## src/rtl/serial_adder_pkg.sv

```systemverilog
// Shared types and constants for the bit-serial adder: FSM state encoding
// and the default operand width.
package serial_adder_pkg;

    localparam int unsigned DEF_WIDTH = 8;

    localparam logic [1:0] ST_IDLE  = 2'd0;
    localparam logic [1:0] ST_SHIFT = 2'd1;
    localparam logic [1:0] ST_DONE  = 2'd2;

    typedef enum logic [1:0] {
        IDLE  = ST_IDLE,
        SHIFT = ST_SHIFT,
        DONE  = ST_DONE
    } state_t;

endpackage

```

## src/rtl/serial_adder_if.sv

```systemverilog
// Request/result bundle of the bit-serial adder; master issues operands,
// slave returns the parallel sum with a done pulse.
interface serial_adder_if
    import serial_adder_pkg::*;
#(
    parameter int unsigned WIDTH = DEF_WIDTH
);
    logic             start;
    logic [WIDTH-1:0] a;
    logic [WIDTH-1:0] b;
    logic             cin;
    logic             busy;
    logic             done;
    logic [WIDTH-1:0] sum;
    logic             cout;

    modport master (
        output start, a, b, cin,
        input  busy, done, sum, cout
    );

    modport slave (
        input  start, a, b, cin,
        output busy, done, sum, cout
    );
endinterface

```

## src/rtl/fullAdderDF.sv

```systemverilog
// One-bit dataflow full adder; the single arithmetic stage reused every
// cycle by the serial adder.
module fullAdderDF (
    input  logic a,
    input  logic b,
    input  logic cin,
    output logic sum,
    output logic carry
);
    assign sum   = a ^ b ^ cin;
    assign carry = (a & b) | (cin & (a ^ b));
endmodule

```

## src/rtl/serial_adder.sv

```systemverilog
// Bit-serial WIDTH-bit adder: parallel load, LSB-first add through one full
// adder with registered carry, parallel result with a one-cycle done pulse.
module serial_adder
    import serial_adder_pkg::*;
#(
    parameter int unsigned WIDTH = DEF_WIDTH
) (
    input  logic          clk,
    input  logic          rst,
    serial_adder_if.slave bus
);
    localparam int unsigned CW = $clog2(WIDTH + 1);

    state_t           r_state;
    logic [WIDTH-1:0] r_a;
    logic [WIDTH-1:0] r_b;
    logic [WIDTH-1:0] r_res;
    logic             r_carry;
    logic [CW-1:0]    r_cnt;
    logic             r_busy;
    logic             r_done;
    logic [WIDTH-1:0] r_sum;
    logic             r_cout;

    logic             w_fa_sum;
    logic             w_fa_carry;
    logic [WIDTH-1:0] w_res_next;
    logic             w_last;

    fullAdderDF u_fa (
        .a     (r_a[0]),
        .b     (r_b[0]),
        .cin   (r_carry),
        .sum   (w_fa_sum),
        .carry (w_fa_carry)
    );

    // Shift-then-overwrite keeps WIDTH=1 legal (no zero-width slice).
    always_comb begin
        w_res_next            = r_res >> 1;
        w_res_next[WIDTH-1]   = w_fa_sum;
    end

    assign w_last = (r_cnt == CW'(WIDTH - 1));

    always_ff @(posedge clk or posedge rst) begin
        if (rst) begin
            r_state <= IDLE;
            r_a     <= '0;
            r_b     <= '0;
            r_res   <= '0;
            r_carry <= 1'b0;
            r_cnt   <= '0;
            r_busy  <= 1'b0;
            r_done  <= 1'b0;
            r_sum   <= '0;
            r_cout  <= 1'b0;
        end else begin
            case (r_state)
                IDLE, DONE: begin
                    r_done <= 1'b0;
                    if (bus.start) begin
                        r_a     <= bus.a;
                        r_b     <= bus.b;
                        r_carry <= bus.cin;
                        r_cnt   <= '0;
                        r_res   <= '0;
                        r_busy  <= 1'b1;
                        r_state <= SHIFT;
                    end else begin
                        r_state <= IDLE;
                    end
                end
                SHIFT: begin
                    r_a     <= r_a >> 1;
                    r_b     <= r_b >> 1;
                    r_res   <= w_res_next;
                    r_carry <= w_fa_carry;
                    r_cnt   <= r_cnt + CW'(1);
                    if (w_last) begin
                        r_sum   <= w_res_next;
                        r_cout  <= w_fa_carry;
                        r_busy  <= 1'b0;
                        r_done  <= 1'b1;
                        r_state <= DONE;
                    end
                end
                default: begin
                    r_busy  <= 1'b0;
                    r_done  <= 1'b0;
                    r_state <= IDLE;
                end
            endcase
        end
    end

    assign bus.busy = r_busy;
    assign bus.done = r_done;
    assign bus.sum  = r_sum;
    assign bus.cout = r_cout;

endmodule

```

## src/flat_wrapper.sv

```systemverilog
// flat-port wrapper written by rule: the top's interface ports become plain ports
module serial_adder_flat import serial_adder_pkg::*;
#(
    parameter int unsigned WIDTH = DEF_WIDTH
)
  (clk, rst, bus_start, bus_a, bus_b, bus_cin, bus_busy, bus_done, bus_sum, bus_cout);
  serial_adder_if #(.WIDTH(WIDTH)) bus_i ();
  input  logic clk;
  input  logic rst;
  input wire logic [$bits(bus_i.start)-1:0] bus_start;
  input wire logic [$bits(bus_i.a)-1:0] bus_a;
  input wire logic [$bits(bus_i.b)-1:0] bus_b;
  input wire logic [$bits(bus_i.cin)-1:0] bus_cin;
  output wire logic [$bits(bus_i.busy)-1:0] bus_busy;
  output wire logic [$bits(bus_i.done)-1:0] bus_done;
  output wire logic [$bits(bus_i.sum)-1:0] bus_sum;
  output wire logic [$bits(bus_i.cout)-1:0] bus_cout;
  assign bus_i.start = bus_start;
  assign bus_i.a = bus_a;
  assign bus_i.b = bus_b;
  assign bus_i.cin = bus_cin;
  assign bus_busy = bus_i.busy;
  assign bus_done = bus_i.done;
  assign bus_sum = bus_i.sum;
  assign bus_cout = bus_i.cout;
  serial_adder #(.WIDTH(WIDTH)) u_core (.clk(clk), .rst(rst), .bus(bus_i));
endmodule
```

## config.mk

```make
export PLATFORM = sky130hd
export DESIGN_NAME = serial_adder_flat
export DESIGN_NICKNAME = d
export VERILOG_FILES = /design/src/rtl/serial_adder_pkg.sv /design/src/rtl/serial_adder_if.sv /design/src/rtl/fullAdderDF.sv /design/src/rtl/serial_adder.sv /design/src/flat_wrapper.sv
export SDC_FILE = /design/constraint.sdc
export NUM_CORES = 1
export LEC_CHECK = 0
export BUFFER_PORTS_ARGS = -buffer_cell sky130_fd_sc_hd__buf_4
export CAP_MARGIN = 40
export CORE_MARGIN = 5
export CORE_UTILIZATION = 49
export CTS_BUF_LIST = sky130_fd_sc_hd__clkbuf_8
export CTS_CLUSTER_SIZE = 20
export DETAILED_ROUTE_END_ITERATION = 7
export PLACE_DENSITY = 0.79
export SYNTH_ARGS = -nofsm -noshare
export SYNTH_HDL_FRONTEND = slang
export SYNTH_SLANG_ARGS = --single-unit
```

## constraint.sdc

```tcl
create_clock -name clk -period 3.9 [get_ports clk]
set_clock_uncertainty 0.05 [all_clocks]
set_input_delay 0.585 -clock clk [delete_from_list [all_inputs] [get_ports clk]]
set_output_delay 0.585 -clock clk [all_outputs]
set_load 0.05 [all_outputs]
```

# Yosys cells after proc, flatten, opt, wreduce, memory -nomap -nowiden

Cells that the tools add are included.

$add $sub $neg: 1
$mul: 0
Divide/modulo/power cells: 0
Magnitude comparators: 0
Equality and inequality tests: 5
Shifts and indexed selects: 0
Muxes and demuxes: 18
Bitwise logic cells: 5
Reduce and logical (&&, ||, !) cells: 6

Operators by type and width:

| cell                                           | count |
|---|---|
| one-hot mux 8 bit (2 select lines)             | 3 |
| two-way mux 8 bit                              | 3 |
| one-hot mux 4 bit (2 select lines)             | 1 |
| two-way mux 1 bit                              | 6 |
| AND reduction 2 bit                            | 3 |
| adder 4 x 1 -> 4 bit (second input constant)   | 1 |
| == test 4 x 3 -> 1 bit (second input constant) | 1 |
| two-way mux 4 bit                              | 1 |
| one-hot mux 1 bit (2 select lines)             | 2 |
| one-hot mux 2 bit (2 select lines)             | 1 |
| AND 1 bit                                      | 2 |
| == test 2 x 1 -> 1 bit (second input constant) | 1 |
| == test 2 bit (second input constant)          | 1 |
| logical NOT 2 bit                              | 1 |
| two-way mux 2 bit                              | 1 |
| != test 2 x 1 -> 1 bit (second input constant) | 1 |
| != test 2 bit (second input constant)          | 1 |
| nonzero test 2 bit                             | 1 |
| OR reduction 2 bit                             | 1 |
| XOR 1 bit                                      | 2 |
| bitwise OR 1 bit                               | 1 |

Bits in registers: 42
Bits in latches: 0
RAM bits: 0
Bits in read-only memories: 0
Input port bits: 20
Output and inout bits: 11
Word-level logic and storage cells: 45
Memories kept: 0

# Longest topological paths before layout

Depth in word-level cells: 4
Depth in mapped cells: 5
Depth with buffers taken out: 4

# Cells and area by module

A second synthesis with hierarchy kept.

Cell total of the unflattened synthesis: 116
Area total of the unflattened synthesis: 1717.9 sq um

Modules (own cells, without submodules):

| module       | times used | cells an instance | area an instance (sq um) | seq. area each (sq um) |
|---|---|---|---|---|
| serial_adder | 1          | 115               | 1697.9                   | 1001.0 |
| fullAdderDF  | 1          | 1                 | 20.0                     | 0.0 |

# Worst setup path after synthesis

No wires, ideal clock.

Path kind: register -> register
Start point: register, netlist name u_core.bus.done
End point: register u_core.r_cout, in the netlist u_core.bus.cout
Setup time: 0.125 ns
Arrival time: 1.326 ns
Required time: 3.725 ns
Path slack: 2.399 ns
Stages on the path, launching flop included: 4
Buffers on the path: 1
Period minus slack after synthesis: 1.501 ns
Cell sequence: dfrtp_1 -> nor3b_2 -> buf_6 -> mux2_4

RTL lines:

| element                | line               | source |
|---|---|---|
| end signal: assignment | serial_adder.sv:82 | `r_cout <= w_fa_carry;` |
| end: declaration       | serial_adder.sv:23 | `logic r_cout;` |

==> impl_summary.md <==
Outcome
The flow ran to the end, and the final reports show no timing, DRC or antenna violations.

Synth
The count of distinct cell types in the synthesized netlist is 26. The number of instances in the synthesized netlist is 116. Each instance of the synthesized netlist takes up on average around 15 sq um.

When the netlist entered floorplanning its net count stood at around 140. The proportion of synthesized chip area in sequential cells is 0.5760. The total of warnings raised by yosys is 0. The post-synth design cell area is 1738 sq um. The number of register bits inferred by synthesis is 40.

Cells and area
The layout overhead on the synthesized area is 18.72%. Of the cells placed in the final design, the portion with a size suffix greater than 1 is 0.3851. 0 antenna diodes ended up in the layout. Fill cells in the final layout number ~270. The net total in the final layout is between 150 and 200.

Clock tree
Post-CTS timing repair inserted 0 buffers for setup. The total of hold buffers inserted after clock tree synthesis is 0. The clock tree root driver cell is sky130_fd_sc_hd__clkbuf_8. The longest clock path from root to sink contains 2 buffers. After clock tree synthesis, the repair step resized 0 gates. The clock tree from TritonCTS is done. The number of buffers created by CTS is 5. The clock reaches the later pin of the worst-skew pair after slightly below 0.3 ns. After clock tree synthesis, the clock-pin slew on the worst setup and hold paths is 0.08 ns.

The depth of the CTS H-tree is 2. Clock tree synthesis found a total of 40 sinks.

Route
The DRC violation count after routing is 0. For this block, the initial DRC count from the detailed router was 50. The detail-routed via count per cell is approximately 5.5. Dividing the detail-routed wire length by the instance count gives between 15 and 20 microns.

The count of nets left with antenna violations after detail routing is 0. The first-pass iteration count of the detailed router is 4. Summing over every cut layer, the via total after detailed routing is 1065.

Wires add up to just under 3 mm.

Power and ir drop
The internal portion of total power is around 1.2 mW. The static leakage power is 1.097 nW. The areal power density over the cells is slightly below 900 nW/um^2.

The sequential fraction of design power is 0.387. The worst-case IR drop observed on VDD is ~0.33 mV. The share of total power dissipated in combinational logic is 0.437. The switching power summed over all nets is about 0.67 mW. The share of total power dissipated in the clock network is 0.176. The switching portion of total power is 0.3657.

Global routing
The largest net degree at the start of global routing is 41. The global-route met2 utilization is 0.2140. The number of antenna violations at the first check in global routing is 0. Global routing finished with a remaining overflow of 0.

The met1 layer usage reported by global route is 0.1662. The global-route usage over all layers is 0.1346. The wire length of the first global-routing pass is 5.271 mm.

met2 is the most crowded layer. The number of global-route vias before repair was ~1.2k. The routing usage on met3 is 0.05507.

Die
The height of the die is 69.56 microns. The horizontal die dimension is 69.56 microns. After floorplanning, the core was divided into 21 placement rows.

The count of pins on the block boundary is 31. The initial utilization of the core area, before any placement, comes to 0.5127. The die footprint is 4838 sq um.

The total core area is approximately 3400 sq um.

Placement
The placer congestion estimate is about 0.74. The placement-stage worst setup slack is 2.186 ns. The number of buffer cells added on primary ports is 30. The post-detailed-placement half-perimeter wirelength is between 2 and 2.5 mm.

STA
The actual slew at the worst max-slew pin is slightly above 0.7 ns. The fraction of the cycle the final worst path needs is 0.4426. Setup slack on the critical path of the routed design comes to 2.174 ns. Based on the critical path, the design can be clocked at up to approximately 580 MHz. The number of hold-slack violations in the final timing report came to 0. Setup repair after global routing left no endpoint under its margin.

The worst pin sits at a relative slew slack of 0.5236. The time the final worst path needs with I/O delays and setup is roughly 1.7 ns. The number of endpoints failing setup at the final stage is 0. The max-slew violation count is 0. The setup total negative slack is 0 ns.

Critical path
Of all nets on the critical path, the largest fanout is 29. The endpoint identified for the worst register-to-register timing path is u_core.r_cnt[0]$_DFFE_PP0P_. The worst setup path is captured at a flop. The kind of critical path is flop to flop.

STA puts the critical path data required time at ~4 ns. The sort of element at the start of the critical path is a flop. For flop-to-flop paths, the worst setup slack is ~2.2 ns.

The endpoint of the most critical setup path is u_core.r_cnt[0]$_DFFE_PP0P_. The number of cells on the worst reg-to-reg path is 3. Data on the critical path arrives at its endpoint at roughly 1.9 ns. The timing startpoint of the critical path is u_core.bus.done$_DFFE_PP0P_. The source of the worst register-to-register timing path is u_core.bus.done$_DFFE_PP0P_.

Job
The max-capacitance violation count is 0.

Worst hold path
The min-delay analysis places its worst path in the category input pin to async pin.
==> power groups by stage <==
stage | sequential (mW) | combinational, mW | clock (mW)
3_5_place_dp | 0.722 | 0.816 | 0
5_1_grt | 0.739 | 0.879 | 0.353
3_3_place_gp | 0.713 | 0.784 | 0
6_report | 0.714 | 0.806 | 0.324
4_1_cts | 0.716 | 0.819 | 0.335
2_1_floorplan | 0.850 | 0.547 | 0
==> logic make-up after synthesis <==
logic type | Yosys count | synth area share
muxes | 12 | 0.09575
AOI/OAI and AO/OA | 43 | 0.2059
adders and majority gates | 2 | 0.01872
buffers and inverters | 9 | 0.04823
DFF | 40 | 0.5760
and+or+nand+nor | 10 | 0.05543
==> how the worst min path moves through the flow <==
stage / from / endpoint / slack, ns / cells past startpoint
after floorplan: u_core.r_cnt[3]$_DFFE_PP0P_ / u_core.r_cnt[3]$_DFFE_PP0P_ / 0.38 / 1
after global placement: u_core.r_cnt[3]$_DFFE_PP0P_ / u_core.r_cnt[3]$_DFFE_PP0P_ / 0.39 / 1
after detailed placement: u_core.r_a[3]$_DFFE_PP0P_ / u_core.r_a[3]$_DFFE_PP0P_ / 0.42 / 1
after CTS: rst / u_core.r_res[3]$_DFFE_PP0P_ / 0.38 / 3
after global routing: rst / u_core.r_cnt[2]$_DFFE_PP0P_ / 0.42 / 3
final: rst / u_core.bus.sum[6]$_DFFE_PP0P_ / 0.36 / 3
==> metal layers <==
metal,up-vias,share of wire
met5,-,0
li1,495,-
met4,0,0.012
met2,29,0.49
met3,6,0.069
met1,535,0.43
==> cells in the final DEF, fill, tap and decap left out, drive strengths merged <==
| cell | n |
|---|---|
| dfrtp | 40 |
| buf | 32 |
| a22o | 26 |
| a21o | 16 |
| mux2 | 10 |
| clkbuf | 5 |
| nand3b | 2 |
| mux2i | 2 |
| inv | 2 |
| and2b | 2 |
| nor2 | 2 |
| nor3b | 1 |
| nor2b | 1 |
| or2b | 1 |
| nand4 | 1 |
| o21ai | 1 |
| fa | 1 |
| ha | 1 |
| bufinv | 1 |
| clkinv | 1 |
==> critical path: stages, from the launching register on <==
cell and delay (ns):
sky130_fd_sc_hd__dfrtp_1 0.45, sky130_fd_sc_hd__nor2b_4 0.60, sky130_fd_sc_hd__nor2_8 0.19, sky130_fd_sc_hd__mux2_2 0.31
==> layout make-up <==
| type | count | area [sq um] | share of cell area |
|---|---|---|---|
| Sequential cell | 40 | 1001 | 0.4851 |
| Multi-Input combinational cell | 67 | 653.1 | 0.3166 |
| Timing Repair Buffer | 32 | 240.2 | 0.1164 |
| Clock buffer | 5 | 68.82 | 0.03335 |
| Tap cell | 46 | 57.56 | 0.02790 |
| Clock inverter | 3 | 38.79 | 0.01880 |
| Inverter | 1 | 3.754 | 0.001819 |
==> synthesized netlist by cell type (all sizes together) <==
library cell | count | share of area
nand4 | 1 | 0.0036
nand3b | 2 | 0.0086
a21o | 16 | 0.070
o21ai | 1 | 0.0029
nor3b | 1 | 0.0072
mux2 | 10 | 0.084
fa | 1 | 0.012
buf | 7 | 0.042
a22o | 26 | 0.13
mux2i | 2 | 0.012
nor2 | 2 | 0.014
inv | 1 | 0.0022
dfrtp | 40 | 0.58
nor2b | 1 | 0.0079
clkbuf | 1 | 0.0043
and2b | 2 | 0.010
ha | 1 | 0.0072
or2b | 1 | 0.0043
==> stage by stage <==
stage / area, sq um / hold WS (ns) / power (mW) / util / instances
floorplan: 1738 / 0.3777 / 1.397 / - / 116
global placement: 1948 / 0.3942 / 1.496 / 0.5748 / 185
detailed placement: 1956 / 0.4190 / 1.538 / 0.5770 / 186
CTS: 2063 / 0.3767 / 1.869 / 0.6087 / 194
global route: 2063 / 0.4237 / 1.971 / 0.6087 / 194
finish: 2063 / 0.3650 / 1.845 / 0.6087 / 194
==> registers in the layout (all words and copies together) (netlist names) <==
register	cells
u_core.bus.done	1
u_core.bus.sum	8
u_core.r_state	1
u_core.r_res	7
u_core.bus.cout	1
u_core.r_a	8
u_core.r_cnt	4
u_core.r_carry	1
u_core.r_b	8
u_core.bus.busy	1
No activity file was read; power rests on OpenSTA's default activity.
